==> config.mk <==
export PLATFORM = sky130hd
export DESIGN_NAME = pc_next_unit
export DESIGN_NICKNAME = d
export VERILOG_FILES = /design/src/rtl/pc_next_unit.sv
export SDC_FILE = /design/constraint.sdc
export NUM_CORES = 1
export LEC_CHECK = 0
export CAP_MARGIN = 20
export CORE_ASPECT_RATIO = 1.1
export CORE_MARGIN = 3
export CORE_UTILIZATION = 41
export CTS_CLUSTER_DIAMETER = 50
export DETAILED_ROUTE_END_ITERATION = 10
export GPL_ROUTABILITY_DRIVEN = 0
export GPL_TIMING_DRIVEN = 0
export PLACE_DENSITY = 0.75
export SLEW_MARGIN = 10
export SYNTH_ARGS = -nofsm -noshare
export SYNTH_HDL_FRONTEND = slang
export SYNTH_SLANG_ARGS = --single-unit
==> constraint.sdc <==
create_clock -name clk -period 4.5 [get_ports clk]
set_input_delay 0.9 -clock clk [delete_from_list [all_inputs] [get_ports clk]]
set_output_delay 0.9 -clock clk [all_outputs]
set_load 0.03 [all_outputs]
==> src/rtl/pc_next_unit.sv <==
// Registered program counter with next-PC selection (sequential, branch, jump, call, return).
// Define PC_RAS_EN to build in the hardware return-address stack; otherwise call acts as jump.
module pc_next_unit #(
    parameter int                WIDTH     = 32,
    parameter int                IMM_WIDTH = 16,
    parameter logic [WIDTH-1:0]  RESET_PC  = '0,
    parameter int                RAS_DEPTH = 4
) (
    input  logic                 clk,
    input  logic                 rst_n,
    input  logic                 stall,
    input  logic                 branch_taken,
    input  logic [IMM_WIDTH-1:0] imm,
    input  logic                 jump,
    input  logic                 call,
    input  logic                 ret,
    input  logic [WIDTH-1:0]     jump_target,
    output logic [WIDTH-1:0]     pc,
    output logic [WIDTH-1:0]     pc_plus1,
    output logic [WIDTH-1:0]     branch_target,
    output logic                 ras_empty,
    output logic                 ras_full,
    output logic                 ras_err
);

    localparam logic [WIDTH-1:0] PC_ONE = {{(WIDTH-1){1'b0}}, 1'b1};

    logic [WIDTH-1:0] r_pc;
    logic [WIDTH-1:0] w_pc_next;
    logic [WIDTH-1:0] w_pc_plus1;
    logic [WIDTH-1:0] w_imm_sext;
    logic [WIDTH-1:0] w_branch_target;
    logic             w_ret_sel;
    logic             w_ret_hit;
    logic [WIDTH-1:0] w_ret_data;

    assign w_pc_plus1      = r_pc + PC_ONE;
    assign w_imm_sext      = {{(WIDTH-IMM_WIDTH){imm[IMM_WIDTH-1]}}, imm};
    assign w_branch_target = w_pc_plus1 + w_imm_sext;

`ifdef PC_RAS_EN
    localparam int               PTR_W   = $clog2(RAS_DEPTH);
    localparam int               CNT_W   = $clog2(RAS_DEPTH + 1);
    localparam logic [CNT_W-1:0] CNT_MAX = CNT_W'(RAS_DEPTH);
    localparam logic [CNT_W-1:0] CNT_ONE = CNT_W'(1);
    localparam logic [PTR_W-1:0] PTR_ONE = PTR_W'(1);

    logic [WIDTH-1:0] r_ras [RAS_DEPTH];
    logic [PTR_W-1:0] r_top;
    logic [CNT_W-1:0] r_count;
    logic             r_ras_err;
    logic             w_empty;
    logic             w_full;
    logic             w_push;
    logic             w_pop;
    logic             w_err;

    assign w_empty    = (r_count == '0);
    assign w_full     = (r_count == CNT_MAX);
    assign w_ret_sel  = ret;
    assign w_ret_hit  = ret && !w_empty;
    assign w_ret_data = r_ras[r_top];
    // A return masks a simultaneous call, so only a lone call may push.
    assign w_pop      = !stall && ret && !w_empty;
    assign w_push     = !stall && !ret && call;
    assign w_err      = !stall && ((ret && w_empty) || (!ret && call && w_full));

    always_ff @(posedge clk or negedge rst_n) begin
        if (!rst_n) begin
            r_top     <= '0;
            r_count   <= '0;
            r_ras_err <= 1'b0;
        end else begin
            r_ras_err <= w_err;
            if (w_push) begin
                r_top <= r_top + PTR_ONE;
                if (!w_full) begin
                    r_count <= r_count + CNT_ONE;
                end
            end else if (w_pop) begin
                r_top   <= r_top - PTR_ONE;
                r_count <= r_count - CNT_ONE;
            end
        end
    end

    // Contents survive reset; a full stack wraps onto its oldest entry.
    always_ff @(posedge clk) begin
        if (w_push) begin
            r_ras[r_top + PTR_ONE] <= w_pc_plus1;
        end
    end

    assign ras_empty = w_empty;
    assign ras_full  = w_full;
    assign ras_err   = r_ras_err;
`else
    logic w_unused_cfg;

    assign w_unused_cfg = ret & (RAS_DEPTH > 1);
    assign w_ret_sel    = 1'b0;
    assign w_ret_hit    = 1'b0;
    assign w_ret_data   = '0;
    assign ras_empty    = 1'b1;
    assign ras_full     = 1'b0;
    assign ras_err      = 1'b0;
`endif

    always_comb begin
        w_pc_next = w_pc_plus1;
        if (stall) begin
            w_pc_next = r_pc;
        end else if (w_ret_sel) begin
            w_pc_next = w_ret_hit ? w_ret_data : w_pc_plus1;
        end else if (call || jump) begin
            w_pc_next = jump_target;
        end else if (branch_taken) begin
            w_pc_next = w_branch_target;
        end
    end

    always_ff @(posedge clk or negedge rst_n) begin
        if (!rst_n) begin
            r_pc <= RESET_PC;
        end else begin
            r_pc <= w_pc_next;
        end
    end

    assign pc            = r_pc;
    assign pc_plus1      = w_pc_plus1;
    assign branch_target = w_branch_target;

endmodule

== Word-level counts from Yosys, hierarchy flattened ==
Cells that the tools add are included.

* $add $sub $neg: 2
* Muxes and demuxes: 2
* Reduce and logical (&&, ||, !) cells: 1

{| class="wikitable"
|+ Operators by type and width
! cell !! count
|-
| 2-to-1 mux 32 bit || 2
|-
| adder 32 x 1 -> 32 bit, second input constant || 1
|-
| adder 32 bit || 1
|-
| logical OR 1 bit || 1
|}

* Output and inout port bits: 99
* Logic and storage cells: 6
* Bits of input ports: 55
* Register bits after elaboration: 32

== Longest topological paths before layout ==
* Depth in word-level cells: 4
* Mapped depth: 16
* Gate-level depth less buffers: 15

== Worst setup path before layout ==
OpenSTA, ideal clock, no wires.

* Path type: register to output
* Start point: register r_pc[2], in the netlist pc[2]
* End point: output port branch_target[24]
* Stages on the path, launching flop included: 14
* Path buffers: 0
* Data required time: 3.600 ns
* Setup slack: -0.849 ns
* Data arrival time: 4.449 ns
* Cells stage by stage: dfrtp_1 -> and4_4 -> nand4_2 -> nor3_1 -> nand3_1 -> xnor2_1 -> ha_1 -> a21o_1 -> a21o_1 -> a21o_1 -> a211o_1 -> a221oi_2 -> o21ai_1 -> xor2_1

* Cells in the longest elaborated chain, start to end: 2

{| class="wikitable"
|+ Ends and longest elaborated chain
! element !! RTL line !! text
|-
| start, declared || 28 || <nowiki>logic [WIDTH-1:0] r_pc;</nowiki>
|-
| start signal, assigned || 126 || <nowiki>r_pc <= w_pc_next;</nowiki>
|-
| adder 32 x 1 -> 32 bit || 37 || <nowiki>assign w_pc_plus1 = r_pc + PC_ONE;</nowiki>
|-
| via pc_plus1[17] || 19 || <nowiki>output logic [WIDTH-1:0] pc_plus1,</nowiki>
|-
| adder 32 bit || 39 || <nowiki>assign w_branch_target = w_pc_plus1 + w_imm_sext;</nowiki>
|-
| end, declared || 20 || <nowiki>output logic [WIDTH-1:0] branch_target,</nowiki>
|}

The timed path passes the listed nets, and every way through them passes these cells.

== Worst setup path after layout ==
* Start point: register r_pc[4], in the netlist pc[4]
* End point: output port branch_target[29]

* Cells in the longest elaborated chain, start to end: 2

{| class="wikitable"
|+ Ends and longest elaborated chain
! element !! RTL line
|-
| adder 32 x 1 -> 32 bit || 37
|-
| adder 32 bit || 39
|}

No other way between the ends.

==> results.json <==
{
  "status": "finished with violations",
  "violations": "negative setup slack",
  "drt-vias-per-instance": 6.106,
  "max-clock-path-buffers": 2,
  "path_max_fanout": 6,
  "synth_seq_cells": 32,
  "drtAntennaViolNets": 0,
  "power_switching_uw": 1415,
  "finalCritPeriodShare_pct": 106.0,
  "hp-class": "register to register",
  "skew_ns": 0.01037,
  "post-dp-hpwl_microns": 12630,
  "layout_common_cells": "clkdlybuf4s50_1, buf_4, nand2_1",
  "ctsHtreeMaxLevel": 2,
  "first_pass_iters": 5,
  "num_io_pins": 154,
  "end_kind": "output port",
  "drv_slew": 0,
  "hold_violations": 0,
  "cts_tree": "yes",
  "worst_slack_ns": -0.2718,
  "syn_area_per_cell_sq_um": 7.683,
  "required_ns": 3.60,
  "die_area_sq_um": 11240,
  "worstSetupPathType": "register to output port",
  "hold_buffers": 0,
  "cts_buffers": 5,
  "synth_cell_type_count": 63,
  "cts.clk_slew.worst_paths_ns": 0.08,
  "grt_pass1_wl_microns": 28510,
  "seqCellArea_sq_um": 817.0,
  "arrival_ns": 3.87,
  "leakagePower_uw": 0.003236,
  "sequentialPowerShare_pct": 14.6,
  "ys.flop_type": "dfrtp_1",
  "multi_input_area_sq_um": 4172,
  "initial_core_util_pct": 43.02,
  "row_count": 37,
  "clock_latency_ns": 0.30,
  "grt-ovfl-total": 0,
  "grt_pass1_vias": 5486,
  "drt_iter0_markers": 305,
  "fp.dieH_microns": 110.9,
  "hold_ws_ns": 0.5375,
  "yosys_warnings": 0,
  "coreArea_sq_um": 9537,
  "maxCapViolCount": 0,
  "final_common_cell": "clkdlybuf4s50_1",
  "via_count": 5392,
  "fillers": 633,
  "fmax_ghz": 0.2096,
  "area_delta_synth_final_pct": 81.61,
  "synthArstFlopShare_pct": 100.0,
  "whs_path_depth": 2,
  "cp_cell_sequence": "and4_4 -> nand4_4 -> nor3_4 -> buf_6 -> buf_6 -> buf_6 -> nand2_4 -> xnor2_4 -> ha_4 -> nand2_2 -> or3_4 -> a31oi_4 -> o221ai_4 -> o41ai_4 -> xor2_2 -> buf_6",
  "slew_headroom_pct": 23.30,
  "period_needed_ns": 4.772,
  "drcViolationCount": 0,
  "wl_per_cell_microns": 21.34,
  "grt_max_degree": 33,
  "drt-total-wl_microns": 18840,
  "reg2reg_depth": 17,
  "finalPower_uw": 2802,
  "combinationalPowerShare_pct": 76.1,
  "peakVddDrop_v": 0.0003232,
  "die_x_microns": 101.4,
  "grt_util_all_layers_pct": 31.61,
  "pwr_density_cell_nw_per_um2": 376.1,
  "port_buffers": 149,
  "critPathLaunchType": "register",
  "setup_viol": 12,
  "root_buffer": "clkbuf_8",
  "crit_top_cell": "buf_6",
  "nets": 861,
  "syn_area_sq_um": 4103,
  "slowest_delay_ns": 0.48,
  "worst_slew_pin_slew_ns": 1.146,
  "layout-drive-gt1-share_pct": 31.72,
  "cp_slowest_cell": "o41ai_4",
  "clock_power_share_pct": 9.3,
  "antennaDiodeCount": 0,
  "largest_reg_flops": 32,
  "swShare_pct": 50.49,
  "p_int_uw": 1387,
  "seq_area_frac_synth_pct": 19.52,
  "rsz0062_at_grt": "true",
  "antenna_found_initial": 0,
  "netlist_instances": 534,
  "synth_edf_count": 0,
  "clock-sinks": 32
}
-- per-stage QoR --
step	setup WS [ns]	area [sq um]	setup TNS, ns	utilization, %	std cells
after detailed placement	-1.413	6225	-19.53	65.27	801
after floorplan	-0.1901	4592	-0.7276	-	535
after global routing	-0.3947	7451	-3.590	78.13	883
final	-0.2718	7451	-2.148	78.13	883
after CTS	-0.2361	7052	-1.165	73.94	853
after global placement	-1.379	6230	-18.91	65.32	801
-- worst max-delay path, delay by kind of cell (launching register included) --
family,cells,cell delay [ns]
AOI/OAI and AO/OA,3,0.88
xor gates and xnor gates,2,0.37
adders and majority gates,1,0.32
buffers and inverters,4,0.48
DFF,1,0.37
and+or+nand+nor,6,1.13
-- power by group through the flow --
stage               clock (uW)  combinational [uW]  sequential [uW]
floorplan                    0                1050              495
global placement             0                1760              427
detailed placement           0                1780              428
CTS                        256                1980              410
global route               271                2230              416
finish                     262                2130              409
-- cell usage after synthesis, types with 5 or more instances --
cell type  count  area share [%]
o21ai_1       20             2.4
xor2_1        21             4.5
a211oi_1       6             1.1
nand2_1       80             7.3
clkbuf_1      18             1.6
nor2_1        43             3.9
a21oi_1       40             4.9
and3_1        10             1.5
nand4_1       10             1.5
dfrtp_1       32              20
o21ai_0        9             1.1
a21o_1        17             3.1
xnor2_1       39             8.3
mux2i_1        6             1.5
nand3_1       18             2.2
a31oi_1        8             1.2
inv_1          8            0.73
ha_1          39              12
o211ai_1       5            0.92
nor3_1         8            0.98
a221o_1        6             1.5
-- repair_timing --
item,CTS,global route
pin swaps,38,31
buffers inserted,49,30
resized for setup,156,61
endpoints found under the setup margin,25,22
-- area by class of cell --
type / count / area share [%]
Tap cell: 117 / 1.965
Inverter: 9 / 0.4534
Clock buffer: 7 / 1.293
Timing Repair Buffer: 228 / 28.16
Multi-Input combinational cell: 470 / 55.99
Sequential cell: 32 / 10.97
Buffer: 20 / 1.175
-- final timing paths --
path | startpoint | end | slack, ns
hold / removal | pc[14] | pc[14] | 0.54
hold reg to reg | pc[14] | pc[14] | 0.54
max in group asynchronous | rst_n | pc[2] | 3.22
setup / recovery | pc[4] | branch_target[29] | -0.27
min in group asynchronous | rst_n | pc[19] | 0.69
setup reg to reg | pc[4] | pc[30] | 0.70
-- kinds of logic after synthesis --
| logic type | count (synthesis) | synth area share [%] |
|---|---|---|
| fa+ha+maj | 40 | 12.38 |
| mux | 8 | 2.013 |
| flops | 32 | 19.52 |
| buf+inv | 33 | 3.324 |
| compound gates | 164 | 27.11 |
| xor+xnor | 61 | 13.21 |
| other cells | 2 | 0.1831 |
| simple gates | 194 | 22.26 |
-- metal layers --
| metal | GRT usage (%) | routed length [microns] |
|---|---|---|
| met1 | 39.58 | 7157 |
| met2 | 52.88 | 9274 |
| met3 | 6.860 | 1773 |
| met4 | 11.08 | 639 |
| met5 | 0 | 0 |
No activity file was read; power rests on OpenSTA's default activity.
